==> src/rtl/cmd_frame_pkg.sv <==
// Shared types and constants for the telecommand frame decoder.
package cmd_frame_pkg;

  typedef enum logic [2:0] {
    StHunt0,
    StHunt1,
    StAddr,
    StDhi,
    StDlo,
    StCks,
    StWrite
  } state_e;

  localparam logic [1:0] ERR_NONE = 2'd0;
  localparam logic [1:0] ERR_CKS  = 2'd1;
  localparam logic [1:0] ERR_ADDR = 2'd2;
  localparam logic [1:0] ERR_TMO  = 2'd3;

  localparam logic [7:0] HDR0_DEF = 8'hEB;
  localparam logic [7:0] HDR1_DEF = 8'h90;
  localparam int unsigned FRAME_LEN = 6;

  function automatic logic [15:0] sat_inc(input logic [15:0] v);
    return (v == 16'hFFFF) ? v : v + 16'd1;
  endfunction

endpackage

==> src/rtl/frame_gap_timer.sv <==
// Inter-byte gap timer: pulses expire once the idle gap reaches TIMEOUT_CYC while running.
module frame_gap_timer #(
  parameter logic [15:0] TIMEOUT_CYC = 16'd50000
) (
  input  logic clk_in,
  input  logic rst_n_in,
  input  logic clr,
  input  logic run,
  output logic expire
);

  logic [15:0] cnt_q;

  // Expiry is decoded from the held count so it wins over a byte arriving the same cycle.
  assign expire = run && (cnt_q == TIMEOUT_CYC);

  always_ff @(posedge clk_in or negedge rst_n_in) begin
    if (!rst_n_in) begin
      cnt_q <= 16'd0;
    end else if (clr || !run || expire) begin
      cnt_q <= 16'd0;
    end else begin
      cnt_q <= cnt_q + 16'd1;
    end
  end

endmodule

==> src/rtl/cmd_frame_decoder.sv <==
// Validates HDR0 HDR1 ADDR DH DL CKS frames and issues one register write strobe per good frame.
module cmd_frame_decoder
  import cmd_frame_pkg::*;
#(
  parameter logic [7:0]  HDR0        = HDR0_DEF,
  parameter logic [7:0]  HDR1        = HDR1_DEF,
  parameter logic [7:0]  ADDR_MIN    = 8'h02,
  parameter logic [7:0]  ADDR_MAX    = 8'h15,
  parameter logic [15:0] TIMEOUT_CYC = 16'd50000
) (
  input  logic        clk_in,
  input  logic        rst_n_in,
  input  logic [7:0]  rx_data_in,
  input  logic        rx_valid_in,
  output logic        wr_out,
  output logic [7:0]  wr_addr_out,
  output logic [15:0] data_out,
  output logic [15:0] frame_ok_cnt_out,
  output logic [15:0] frame_err_cnt_out,
  output logic [1:0]  err_code_out,
  output logic        busy_out
);

  state_e      state_q;
  logic [7:0]  addr_sh_q, dh_sh_q, dl_sh_q;
  logic [7:0]  cks_sum;
  logic        tmo;
  logic        in_frame;

  assign in_frame = (state_q != StHunt0) && (state_q != StWrite);
  assign busy_out = in_frame;
  assign cks_sum  = addr_sh_q + dh_sh_q + dl_sh_q;

  frame_gap_timer #(
    .TIMEOUT_CYC(TIMEOUT_CYC)
  ) u_gap_timer (
    .clk_in  (clk_in),
    .rst_n_in(rst_n_in),
    .clr     (rx_valid_in),
    .run     (in_frame),
    .expire  (tmo)
  );

  always_ff @(posedge clk_in or negedge rst_n_in) begin
    if (!rst_n_in) begin
      state_q           <= StHunt0;
      addr_sh_q         <= 8'd0;
      dh_sh_q           <= 8'd0;
      dl_sh_q           <= 8'd0;
      wr_out            <= 1'b0;
      wr_addr_out       <= 8'd0;
      data_out          <= 16'd0;
      frame_ok_cnt_out  <= 16'd0;
      frame_err_cnt_out <= 16'd0;
      err_code_out      <= ERR_NONE;
    end else begin
      wr_out <= 1'b0;
      if (tmo) begin
        state_q           <= StHunt0;
        err_code_out      <= ERR_TMO;
        frame_err_cnt_out <= sat_inc(frame_err_cnt_out);
      end else if (rx_valid_in) begin
        case (state_q)
          // A byte landing in the WRITE cycle is hunted like any other.
          StHunt0, StWrite: state_q <= (rx_data_in == HDR0) ? StHunt1 : StHunt0;
          StHunt1: begin
            if (rx_data_in == HDR1)      state_q <= StAddr;
            else if (rx_data_in == HDR0) state_q <= StHunt1;
            else                         state_q <= StHunt0;
          end
          StAddr: begin
            addr_sh_q <= rx_data_in;
            state_q   <= StDhi;
          end
          StDhi: begin
            dh_sh_q <= rx_data_in;
            state_q <= StDlo;
          end
          StDlo: begin
            dl_sh_q <= rx_data_in;
            state_q <= StCks;
          end
          StCks: begin
            if (rx_data_in != cks_sum) begin
              state_q           <= StHunt0;
              err_code_out      <= ERR_CKS;
              frame_err_cnt_out <= sat_inc(frame_err_cnt_out);
            end else if ((addr_sh_q < ADDR_MIN) || (addr_sh_q > ADDR_MAX)) begin
              state_q           <= StHunt0;
              err_code_out      <= ERR_ADDR;
              frame_err_cnt_out <= sat_inc(frame_err_cnt_out);
            end else begin
              state_q          <= StWrite;
              wr_out           <= 1'b1;
              wr_addr_out      <= addr_sh_q;
              data_out         <= {dh_sh_q, dl_sh_q};
              frame_ok_cnt_out <= sat_inc(frame_ok_cnt_out);
            end
          end
          default: state_q <= StHunt0;
        endcase
      end else if (state_q == StWrite) begin
        state_q <= StHunt0;
      end
    end
  end

endmodule
==> config.mk <==
export PLATFORM = sky130hd
export DESIGN_NAME = cmd_frame_decoder
export DESIGN_NICKNAME = d
export VERILOG_FILES = /design/src/rtl/cmd_frame_pkg.sv /design/src/rtl/frame_gap_timer.sv /design/src/rtl/cmd_frame_decoder.sv
export SDC_FILE = /design/constraint.sdc
export NUM_CORES = 1
export LEC_CHECK = 0
export ABC_AREA = 1
export CORE_MARGIN = 5
export CORE_UTILIZATION = 50
export DETAILED_ROUTE_END_ITERATION = 7
export DONT_BUFFER_PORTS = 1
export SYNTH_ARGS = -nofsm -noshare
export SYNTH_HDL_FRONTEND = slang
export SYNTH_HIERARCHICAL = 1
export SYNTH_SLANG_ARGS = --single-unit
==> constraint.sdc <==
create_clock -name clk_in -period 4.75 [get_ports clk_in]
set_input_delay 0.95 -clock clk_in [delete_from_list [all_inputs] [get_ports clk_in]]
set_output_delay 0.95 -clock clk_in [all_outputs]
set_load 0.005 [all_outputs]
==> results of run 1 <==
## metal layers
metal  GRT usage, %  wire, um
met5              0         0
met4           5.35       189
met3           5.13       714
met2           32.8      5960
met1           25.5      5670
## how the worst max path moves through the flow
stage	from	end	slack [ns]	cells after the start
finish	addr_sh_q[1]	data_out[12]	1.63	17
floorplan	addr_sh_q[1]	frame_err_cnt_out[10]	1.99	13
global route	addr_sh_q[1]	wr_addr_out[2]	1.23	17
global placement	addr_sh_q[1]	data_out[7]	1.69	17
CTS	addr_sh_q[1]	wr_addr_out[2]	1.63	17
detailed placement	addr_sh_q[1]	data_out[14]	1.63	17
## layout by cell type, fill, tap and decap left out, drive strengths merged
cell type and count:
nand2 225, dfrtp 102, inv 93, nor2 63, o21ai 52, nand3 42
nand4 33, xor2 28, xnor2 16, nor3 15, ha 10, clkbuf 10
fa 8, nor4 5, a21oi 4, nand3b 3, clkinvlp 3, nor3b 2
a31oi 2, buf 2, o21bai 2, or2 1, bufinv 1
## state kept, by name (all words and copies together), names as in the netlist
signal,flops
state_q,3
dh_sh_q,8
data_out,16
dl_sh_q,8
addr_sh_q,8
wr_addr_out,8
wr_out,1
u_gap_timer/cnt_q,16
err_code_out,2
frame_err_cnt_out,16
frame_ok_cnt_out,16
## cell families (layout without fill, tap and decap cells)
family	after synthesis	count (layout)	synth area share [%]
flops	102	102	44.9
compound gates	60	60	5.41
fa+ha+maj	18	18	5.01
buf+inv	109	109	7.83
simple gates	389	389	30.1
xor+xnor	44	44	6.77
## report_power, final
part	internal [mW]	leakage, nW	switching [mW]	total [mW]
registers	0.869	1.42	0.000700	0.869
logic	0.00674	1.33	0.0113	0.0180
clock network	0.413	0.136	0.329	0.741
## cell type report
class,count,share of cell area (%)
Clock buffer,10,3.77
Clock inverter,6,1.15
Inverter,91,5.62
Multi-Input combinational cell,511,44.3
Sequential cell,102,42.0
Tap cell,143,2.94
Timing Repair Buffer,2,0.247
## stage by stage
stage               setup WS [ns]  area (um^2)  power [mW]  util, %
floorplan                    1.99         5690       0.901        -
global placement             1.69         5780       0.904     51.3
detailed placement           1.63         5780       0.904     51.3
CTS                          1.63         6080        1.65     53.9
global route                 1.23         6080        1.69     53.9
finish                       1.63         6080        1.63     53.9
==> Implementation_results.wiki, run 1 <==
{| class="wikitable"
! Metric !! Value
|-
| Initial antenna violation count || 0
|-
| Wire length per cell after detailed routing || 14.5 um
|-
| DRC marker count from the first detailed-route iteration || approximately 320
|-
| Global routing usage summed across all routing layers || between 10% and 20%
|-
| Sequential cell area || about 0.0026 mm^2
|-
| Max-slew violation count || 0
|-
| Routed Antenna Nets || 0
|-
| H-tree level count || 3
|-
| Number of buffer and inverter instances along the worst setup path || 4
|-
| Final worst path period share || roughly two thirds
|-
| Leak pwr || 2.88 nW
|-
| Total inserted antenna cells || 0
|-
| Peak per-stage delay on the critical path || slightly below 0.5 ns
|-
| Worst-path maximum fanout || 32
|-
| Total number of placement rows || 39
|-
| Total routed wirelength || about 13,000 um
|-
| Achievable clock frequency || between 300 and 400 MHz
|-
| Quantity of gates resized following cts || 0
|-
| Post-synthesis cell type with the largest combined area || sky130_fd_sc_hd__dfrtp_1
|-
| Top-level I/O count || 71
|-
| Number of cells on the worst reg-to-reg path || 17
|-
| Kind of capture point of the worst setup path || flop
|-
| Setup Fix Bufs, Post-CTS || 0
|-
| Fin nets || about 750
|-
| Share of layout cells above drive strength 1 || roughly 4.3%
|-
| Total core area || 0.0113 mm^2
|-
| Area of combinational cells with multiple inputs || around 0.0027 mm^2
|-
| Height of the chip || ~120 um
|-
| Overflow left after global routing || 0
|-
| GPL Wtd Cong || 0.879
|-
| Non-filler cells, final || approximately 870
|-
| Register-to-register setup slack || 1.63 ns
|-
| Number of global-route vias before repair || 4,406
|-
| Clock latency on the worst-skew pair || roughly 0.35 ns
|-
| Type of the most critical hold path || in -> async
|-
| Die width || ~120 um
|-
| CTS tree || yes
|-
| Post-synth top cells || 222 x sky130_fd_sc_hd__nand2_1, 102 x sky130_fd_sc_hd__dfrtp_1, 88 x sky130_fd_sc_hd__inv_1
|-
| Hold slack || 0.298 ns
|-
| Largest net degree at the start of global routing || between 100 and 150
|-
| Root cell of the clock tree || sky130_fd_sc_hd__clkbuf_16
|-
| Run status || finished, final reports clean
|-
| Critical-path cell list || fa_1, ha_1, fa_1, inv_1, nand2_1, nand3_1, nand2_1, inv_1, nand2_1, nor2_1, nand2_1, nor2_4, nand3_2, buf_4, inv_2, nand2_1, nand2_1
|-
| Overall die area || 0.0136 mm^2
|-
| Distinct cell type count after synthesis || 32
|-
| Warnings from Yosys || 6
|-
| Final Hold Violating Endpoints || 0
|-
| Measured slew at the worst slew-check pin || between 0.6 and 0.7 ns
|-
| Initial cell density of the core || about half
|-
| Worst-path clk slew || approximately 0.070 ns
|-
| Most used standard cell by instance count after synthesis || sky130_fd_sc_hd__nand2_1
|-
| Maximum clock path buffer count || 2
|-
| Worst ir drop on vdd || between 0.0002 and 0.00025 V
|-
| Proportion of register bits with asynchronous set or reset after synthesis || 100%
|-
| Length of the first detailed-routing pass in iterations || 5
|-
| Number of port buffers || 0
|-
| Worst clock skew || approximately 0.0094 ns
|-
| Cell types occupying the most area after synthesis || sky130_fd_sc_hd__dfrtp_1 45%, sky130_fd_sc_hd__nand2_1 15%, sky130_fd_sc_hd__inv_1 5.8%
|-
| Shortest period the worst path allows || ~3.1 ns
|-
| Number of flops mapped to enable cells by yosys || 0
|-
| Classification of the worst setup path || reg -> reg
|-
| P per Cell Area || approximately 270 mW/mm^2
|-
| Routed via count || 4,501
|-
| Number of setup violations in the final report || 0
|-
| Worst-case headroom to the max-slew limit || between 50% and 60%
|-
| Arrival @ worst endpoint || 3.41 ns
|-
| Via-per-instance ratio || ~5.2
|-
| Number of nets in the synthesized netlist || between 700 and 800
|-
| Cells after DPL || 849
|-
| Required arrival time at the worst endpoint || 5.04 ns
|-
| Global-route wire length before repair || approximately 21,000 um
|-
| Cts-stage hold buffer count || 0
|-
| Startpoint type of the worst setup path || flop
|-
| Startpoint of the worst register-to-register path || addr_sh_q[1]
|-
| Number of buffers created by CTS || 9
|-
| Post-route DRC violation count || 0
|-
| Setup repair after global routing missed its margin || no
|-
| Post-synthesis sequential area ratio || 44.9%
|-
| Number of fill cells in the layout || between 1,000 and 1,500
|-
| Area fraction of the dominant cell type after synthesis || around 45%
|-
| Post-synthesis instance area || around 0.0057 mm^2
|-
| Count of max-cap constraint violations || 0
|-
| Total of flip-flops plus latches after synthesis || slightly above 100
|-
| Sum of negative setup slack || 0 ns
|-
| Post-synthesis to final-layout area growth || 6.84%
|-
| Reg-to-reg endpoint || data_out[12]
|-
| Num Clock Sinks || a little over 100
|-
| Main flop type after synthesis || sky130_fd_sc_hd__dfrtp_1
|-
| Most frequent CP cell || sky130_fd_sc_hd__nand2_1
|-
| Cells after Synth || 722
|-
| Master of the slowest instance on the critical path || sky130_fd_sc_hd__fa_1
|-
| Post-synthesis area per instance || 7.88 um^2
|-
| Cell family with the largest share of critical-path delay || adder cells
|-
| Total half-perimeter wirelength after legalization and detailed placement || between 9000 and 10,000 um
|}
Power figures use the tool's default switching activity.
==> inputs of run 2 (changes only) <==
==> constraint.sdc (replaced) <==
create_clock -name clk_in -period 3 [get_ports clk_in]
set_input_delay 0.6 -clock clk_in [delete_from_list [all_inputs] [get_ports clk_in]]
set_output_delay 0.6 -clock clk_in [all_outputs]
set_load 0.005 [all_outputs]
==> run 2 against run 1 <==
Against the previous run:
- routed wire length rose by 0.61%
- clock power rose by 59%
- first-iteration DRC count fell by 30%
- largest cell class unchanged
- flip-flop and latch count did not move
- non-clock buffer count rose by 17
- final cell count rose by 2.1%
- die area did not move
- critical endpoint is now frame_ok_cnt_out[13]
- the flow now finishes with violations (hold timing)
- via count rose by 0.18%
==> Implementation_results.wiki, run 2 (same netlist as run 1, synthesis figures left out) <==
{| class="wikitable"
! Metric !! Value
|-
| Run status || finished with violations
|-
| Violations in the final reports || hold timing
|-
| Measured slew at the worst slew-check pin || 0.680 ns
|-
| Arrival @ worst endpoint || roughly 3.2 ns
|-
| Global routing usage summed across all routing layers || 19.6%
|-
| Total core area || between 0.01 and 0.015 mm^2
|-
| Crit path setup slack, layout || approximately 0.04 ns
|-
| Worst-case headroom to the max-slew limit || 54.5%
|-
| Number of global-route vias before repair || roughly 4,400
|-
| Routed via count || about 4,500
|-
| Clock share of power || 45.6%
|-
| Global-route wire length before repair || between 20,000 and 25,000 um
|-
| Max-slew violation count || 0
|-
| Shortest period the worst path allows || 2.96 ns
|-
| Routed Antenna Nets || 0
|-
| Number of fill cells in the layout || between 1,000 and 1,500
|-
| Wire length per cell after detailed routing || 14.3 um
|-
| Total number of placement rows || 39
|-
| Worst clock skew || around 0.010 ns
|-
| Required arrival time at the worst endpoint || roughly 3.2 ns
|-
| Switching power share of the total || between 15 and 20%
|-
| Via-per-instance ratio || 5.11
|-
| Startpoint of the worst register-to-register path || addr_sh_q[1]
|-
| H-tree level count || 3
|-
| Length of the first detailed-routing pass in iterations || 4
|-
| Startpoint type of the worst setup path || flop
|-
| Root cell of the clock tree || sky130_fd_sc_hd__clkbuf_16
|-
| GPL Wtd Cong || 0.875
|-
| Overflow left after global routing || 0
|-
| Total power draw || between 2 and 3 mW
|-
| Reported net switching power || 0.508 mW
|-
| Launching element of the worst setup path || addr_sh_q[1]
|-
| Total inserted antenna cells || 0
|-
| Share of layout cells above drive strength 1 || ~8%
|-
| Achievable clock frequency || ~340 MHz
|-
| Total routed wirelength || roughly 13,000 um
|-
| Fin nets || roughly 760
|-
| Final worst path period share || 98.7%
|-
| Setup repair after global routing missed its margin || yes
|-
| Classification of the worst setup path || reg -> reg
|-
| Initial antenna violation count || 0
|-
| Pre-CTS worst setup slack || around 0.027 ns
|-
| Largest net degree at the start of global routing || between 100 and 150
|-
| Cell Int Power || approximately 2.1 mW
|-
| Clock latency on the worst-skew pair || 0.34 ns
|-
| Total half-perimeter wirelength after legalization and detailed placement || 9040 um
|-
| Die width || 117 um
|-
| Num Clock Sinks || 102
|-
| Part of the total power dissipated in combinational logic || roughly 1.2%
|-
| DRC marker count from the first detailed-route iteration || 227
|-
| Type of the most critical hold path || in -> async
|-
| CTS tree || yes
|-
| Height of the chip || ~120 um
|-
| Part of the power in registers || a little over half
|-
| Count of max-cap constraint violations || 0
|-
| Leak pwr || about 3.0 nW
|-
| Worst-path clk slew || 0.07 ns
|-
| Worst-path maximum fanout || 30
|-
| Number of setup violations in the final report || 0
|-
| Worst ir drop on vdd || approximately 0.00041 V
|-
| Number of port buffers || 0
|-
| Number of buffers created by CTS || 9
|-
| Kind of capture point of the worst setup path || flop
|-
| Top-level I/O count || roughly 70
|-
| Final Hold Violating Endpoints || between 100 and 150
|-
| Most frequent cells in the layout || 219 x sky130_fd_sc_hd__nand2_1, 102 x sky130_fd_sc_hd__dfrtp_1, 87 x sky130_fd_sc_hd__inv_1
|-
| Post-synthesis to final-layout area growth || 11.0%
|-
| Initial cell density of the core || about half
|-
| P per Cell Area || roughly 400 mW/mm^2
|-
| Hold slack || -0.0514 ns
|-
| Post-route DRC violation count || 0
|-
| Maximum clock path buffer count || 2
|-
| Overall die area || between 0.01 and 0.015 mm^2
|-
| Leading cell type in the layout, fill and taps excluded || sky130_fd_sc_hd__nand2_1
|}
run 2: changes by cell type in the layout (fill, tap and decap cells not counted), moves of 3 or more:
cell | before | now
sky130_fd_sc_hd__clkinv_2 | 0 | 3
sky130_fd_sc_hd__o21ai_0 | 49 | 44
sky130_fd_sc_hd__nand2_1 | 222 | 219
sky130_fd_sc_hd__buf_6 | 0 | 4
sky130_fd_sc_hd__buf_4 | 2 | 12
sky130_fd_sc_hd__clkinvlp_4 | 3 | 0
sky130_fd_sc_hd__o21ai_1 | 3 | 7
run 2: final timing paths:
kind	depth (start not counted)	slack, ns	end
worst max-delay path	14	0.04	frame_ok_cnt_out[13]
min in group clk_in	2	0.42	state_q[2]
worst max register to register	14	0.04	frame_ok_cnt_out[13]
worst min register to register	2	0.49	dh_sh_q[0]
worst min-delay path	0	-0.05	frame_ok_cnt_out[1]
max in group asynchronous	0	2.93	addr_sh_q[7]
run 2: power groups by stage:
stage | sequential, mW | combinational, mW | clock, mW
2_1_floorplan | 1.40 | 0.0232 | 0
3_3_place_gp | 1.40 | 0.0294 | 0
3_5_place_dp | 1.40 | 0.0292 | 0
4_1_cts | 1.38 | 0.0293 | 1.22
5_1_grt | 1.38 | 0.0349 | 1.28
6_report | 1.38 | 0.0300 | 1.18
run 2: per-layer routing:
metal  vias up  track usage (%)  part of all wire (%)
li1       2323                -                     -
met1      2100             26.1                    47
met2        78             31.9                    47
met3         8             6.27                   4.6
met4         0             3.90                  0.84
met5         -                0                     0
run 2: repair_timing:
item | in CTS | in global routing
endpoints found under the setup margin | 0 | 60
hold endpoints to repair | 102 | 102
gates resized for setup | 0 | 28
buffers inserted | 0 | 3
run 2: area by class of cell:
cell class	count	area, um^2	area share (%)
Multi-Input combinational cell	512	2750	43.5
Sequential cell	102	2550	40.4
Inverter	91	347	5.49
Clock buffer	12	256	4.06
Timing Repair Buffer	19	190	3.01
Tap cell	143	179	2.83
Clock inverter	4	45.0	0.713
run 2: worst max-delay path, stage by stage, from the launching register on:
cell and delay [ns]:
sky130_fd_sc_hd__dfrtp_1 0.40, sky130_fd_sc_hd__fa_1 0.56, sky130_fd_sc_hd__ha_2 0.20, sky130_fd_sc_hd__fa_2 0.44, sky130_fd_sc_hd__xor2_1 0.17, sky130_fd_sc_hd__nor2_1 0.10, sky130_fd_sc_hd__nand2_1 0.07, sky130_fd_sc_hd__nor2_2 0.09
sky130_fd_sc_hd__nand2_2 0.08, sky130_fd_sc_hd__nor2_4 0.15, sky130_fd_sc_hd__buf_12 0.13, sky130_fd_sc_hd__nand4_1 0.12, sky130_fd_sc_hd__buf_12 0.20, sky130_fd_sc_hd__nand2_1 0.05, sky130_fd_sc_hd__o21ai_0 0.07
run 2: stage by stage:
step	utilization [%]	TNS, ns	cells	cell area (um^2)
5_1_grt	56.0	-4.09	883	6320
4_1_cts	55.0	0	878	6200
3_5_place_dp	52.4	0	862	5900
2_1_floorplan	-	0	722	5690
6_report	56.0	0	883	6320
3_3_place_gp	52.4	0	862	5900
==> inputs of run 3 (changes only) <==
--- a/config.mk
+++ b/config.mk
@@ -5,9 +5,10 @@
 export SDC_FILE = /design/constraint.sdc
 export NUM_CORES = 1
 export LEC_CHECK = 0
-export ABC_AREA = 1
+export ABC_AREA = 0
 export CORE_MARGIN = 5
 export CORE_UTILIZATION = 50
+export CTS_CLUSTER_DIAMETER = 120
 export DETAILED_ROUTE_END_ITERATION = 7
 export DONT_BUFFER_PORTS = 1
 export SYNTH_ARGS = -nofsm -noshare
==> run 3 against run 2 <==
Against the previous run:
- the flow finishes with violations (setup timing)
- worst hold slack improved by 0.20 ns
- setup slack got worse by 0.33 ns
- clock power fell by 35%
- final cell count fell by 30%
- via count fell by 24%
- power rose by 70%
- synthesized area fell by 8.0%
- flip-flop and latch count did not move
- utilization rose by 5.5 points
- design area rose by 0.14%
==> Implementation_results.wiki, run 3 <==
{| class="wikitable"
! Metric !! Value
|-
| Crit path setup slack, layout || -0.286 ns
|-
| Classification of the worst setup path || reg -> reg
|-
| Worst-case headroom to the max-slew limit || ~57%
|-
| Worst-path maximum fanout || 5
|-
| Final Hold Violating Endpoints || 0
|-
| Total number of placement rows || 37
|-
| Die width || 112 um
|-
| Distinct cell type count after synthesis || 57
|-
| Number of port buffers || 0
|-
| Via-per-instance ratio || roughly 5.5
|-
| Global-route wire length before repair || roughly 19,000 um
|-
| Cell Int Power || 2.87 mW
|-
| Overflow left after global routing || 0
|-
| Startpoint type of the worst setup path || flop
|-
| DRC marker count from the first detailed-route iteration || ~160
|-
| Post-synth top cells || 102 x sky130_fd_sc_hd__dfrtp_1, 49 x sky130_fd_sc_hd__mux2_2, 35 x sky130_fd_sc_hd__xnor2_1
|-
| Post-route DRC violation count || 0
|-
| Number of setup violations in the final report || 59
|-
| Worst clock skew || 0.0110 ns
|-
| Initial cell density of the core || between 50% and 60%
|-
| Post-synthesis area per instance || approximately 12 um^2
|-
| Share of layout cells above drive strength 1 || a little over a third
|-
| Initial antenna violation count || 0
|-
| Top-level I/O count || 71
|-
| Total routed wirelength || between 10,000 and 15,000 um
|-
| Root cell of the clock tree || sky130_fd_sc_hd__clkbuf_8
|-
| Leading cell type in the layout, fill and taps excluded || sky130_fd_sc_hd__dfrtp_1
|-
| Most used standard cell by instance count after synthesis || sky130_fd_sc_hd__dfrtp_1
|-
| Total half-perimeter wirelength after legalization and detailed placement || 7640 um
|-
| Kind of capture point of the worst setup path || flop
|-
| Shortest period the worst path allows || between 3 and 4 ns
|-
| Max-slew violation count || 0
|-
| Violations in the final reports || setup timing
|-
| Area fraction of the dominant cell type after synthesis || roughly half
|-
| Proportion of register bits with asynchronous set or reset after synthesis || 100%
|-
| Worst ir drop on vdd || ~0.00031 V
|-
| Part of the power in registers || between 30% and 40%
|-
| GPL Wtd Cong || about 0.75
|-
| Total core area || roughly 0.010 mm^2
|-
| Wire length per cell after detailed routing || about 18 um
|-
| Final worst path period share || 110%
|-
| Part of the total power dissipated in combinational logic || about 44%
|-
| Switching power share of the total || 34.5%
|-
| Cells after Synth || ~430
|-
| Fin nets || between 500 and 600
|-
| Number of buffers created by CTS || 9
|-
| Height of the chip || roughly 110 um
|-
| Routed via count || ~3,400
|-
| Type of the most critical hold path || in -> async
|-
| Total non-filler cell area in the finished layout || 0.00633 mm^2
|-
| Overall die area || about 0.013 mm^2
|-
| Count of max-cap constraint violations || 0
|-
| Main flop type after synthesis || sky130_fd_sc_hd__dfrtp_1
|-
| Clock share of power || around 18%
|-
| Post-synthesis sequential area ratio || 48.8%
|-
| Placed cell area || about 0.0057 mm^2
|-
| Post-synthesis to final-layout area growth || 20.9%
|-
| Cell types occupying the most area after synthesis || sky130_fd_sc_hd__dfrtp_1 49%, sky130_fd_sc_hd__mux2_2 11%, sky130_fd_sc_hd__xnor2_1 5.9%
|-
| Largest net degree at the start of global routing || roughly 100
|-
| Worst-path clk slew || roughly 0.09 ns
|-
| Number of fill cells in the layout || about 840
|-
| Num Clock Sinks || ~100
|-
| Routed Antenna Nets || 0
|-
| P per Cell Area || roughly 700 mW/mm^2
|-
| Measured slew at the worst slew-check pin || 0.645 ns
|-
| Warnings from Yosys || 6
|-
| Global routing usage summed across all routing layers || around a fifth
|-
| Leak pwr || a little under 3 nW
|-
| Required arrival time at the worst endpoint || ~3.3 ns
|-
| Clock latency on the worst-skew pair || 0.37 ns
|-
| Arrival @ worst endpoint || between 3 and 4 ns
|-
| Run status || finished with violations
|-
| Number of flops mapped to enable cells by yosys || 0
|-
| Post-synthesis instance area || approximately 0.0052 mm^2
|-
| Achievable clock frequency || between 300 and 400 MHz
|-
| H-tree level count || 3
|-
| Length of the first detailed-routing pass in iterations || 4
|-
| Hold slack || between 0.1 and 0.15 ns
|-
| CTS tree || yes
|-
| Post-synthesis cell type with the largest combined area || sky130_fd_sc_hd__dfrtp_1
|-
| Total of flip-flops plus latches after synthesis || 102
|-
| Reported net switching power || ~1.5 mW
|-
| Maximum clock path buffer count || 2
|-
| Most frequent cells in the layout || 102 x sky130_fd_sc_hd__dfrtp_1, 37 x sky130_fd_sc_hd__mux2_2, 32 x sky130_fd_sc_hd__buf_4
|-
| Total inserted antenna cells || 0
|-
| Number of nets in the synthesized netlist || approximately 460
|-
| Number of global-route vias before repair || approximately 3,600
|-
| Setup repair after global routing missed its margin || yes
|}
-- run 3: logic make-up (layout without fill, tap and decap cells) --
logic type	after synthesis	in the layout	synth area share (%)
mux	50	50	10.8
buf+inv	27	78	2.70
simple gates	151	151	18.7
xor+xnor	55	55	9.35
compound gates	30	30	4.21
fa+ha+maj	18	18	5.45
flops	102	102	48.8
-- run 3: repair_timing --
item / CTS / global route
setup endpoints to repair: 60 / 61
gates resized for setup: 28 / 48
pin swaps: 9 / 23
setup buffers: 6 / 2
endpoints found under the hold margin: 102 / 0
cloned: 3 / 1
hold buffers: 1 / 0
-- run 3: metrics by stage --
stage	utilization, %	power, mW	TNS (ns)	instances	worst slack, ns
after floorplan	-	2.75	-6.05	433	-0.262
after global placement	55.1	3.18	-12.02	595	-0.292
after detailed placement	55.1	3.22	-14.59	595	-0.344
after CTS	59.2	4.25	-14.58	618	-0.323
after global routing	61.6	4.70	-19.40	620	-0.407
final	61.6	4.39	-11.73	620	-0.286
-- run 3: path summary, 6_finish.rpt --
check / start / to / slack [ns] / depth (start not counted)
min: rst_n_in / dl_sh_q[2] / 0.15 / 1
max reg2reg: dl_sh_q[1] / data_out[13] / -0.29 / 12
min in group clk_in: rx_data_in[0] / dh_sh_q[0] / 0.35 / 2
max: dl_sh_q[1] / data_out[13] / -0.29 / 12
max in group asynchronous: rst_n_in / u_gap_timer/cnt_q[11] / 2.44 / 1
min reg2reg: frame_err_cnt_out[6] / frame_err_cnt_out[6] / 0.52 / 1
-- run 3: final cells by class --
type / count / area [um^2] / area share (%)
inverter: 16 / 60.1 / 0.949
sequential: 102 / 2550 / 40.3
tap: 136 / 170 / 2.69
clock buffer: 12 / 155 / 2.45
multi-input combinational: 304 / 2880 / 45.5
clock inverter: 1 / 7.51 / 0.119
timing repair buffer: 49 / 499 / 7.89
-- run 3: power groups by stage --
stage / Clock (mW) / Combinational, mW / Sequential, mW
finish: 0.769 / 1.93 / 1.69
global route: 0.862 / 2.13 / 1.72
CTS: 0.798 / 1.77 / 1.69
detailed placement: 0 / 1.50 / 1.72
global placement: 0 / 1.48 / 1.71
floorplan: 0 / 1.06 / 1.68
-- run 3: critical path: stages, from the launching register on --
cell and delay, ns:
sky130_fd_sc_hd__dfrtp_1 0.41, sky130_fd_sc_hd__fa_1 0.49, sky130_fd_sc_hd__ha_2 0.21, sky130_fd_sc_hd__fa_2 0.36, sky130_fd_sc_hd__a21o_1 0.20, sky130_fd_sc_hd__a21oi_4 0.17
sky130_fd_sc_hd__o21ai_2 0.10, sky130_fd_sc_hd__xnor2_2 0.17, sky130_fd_sc_hd__buf_4 0.17, sky130_fd_sc_hd__nor4_4 0.27, sky130_fd_sc_hd__buf_6 0.17, sky130_fd_sc_hd__buf_8 0.13
sky130_fd_sc_hd__mux2_2 0.33
-- run 3: metal layers --
layer	part of all wire [%]	routed length, um	vias to the layer above	GRT usage [%]
li1	-	-	1622	-
met1	45	5000	1725	24.9
met2	47	5260	73	28.9
met3	6.4	718	13	5.28
met4	2.0	222	0	7.13
met5	0	0	-	0
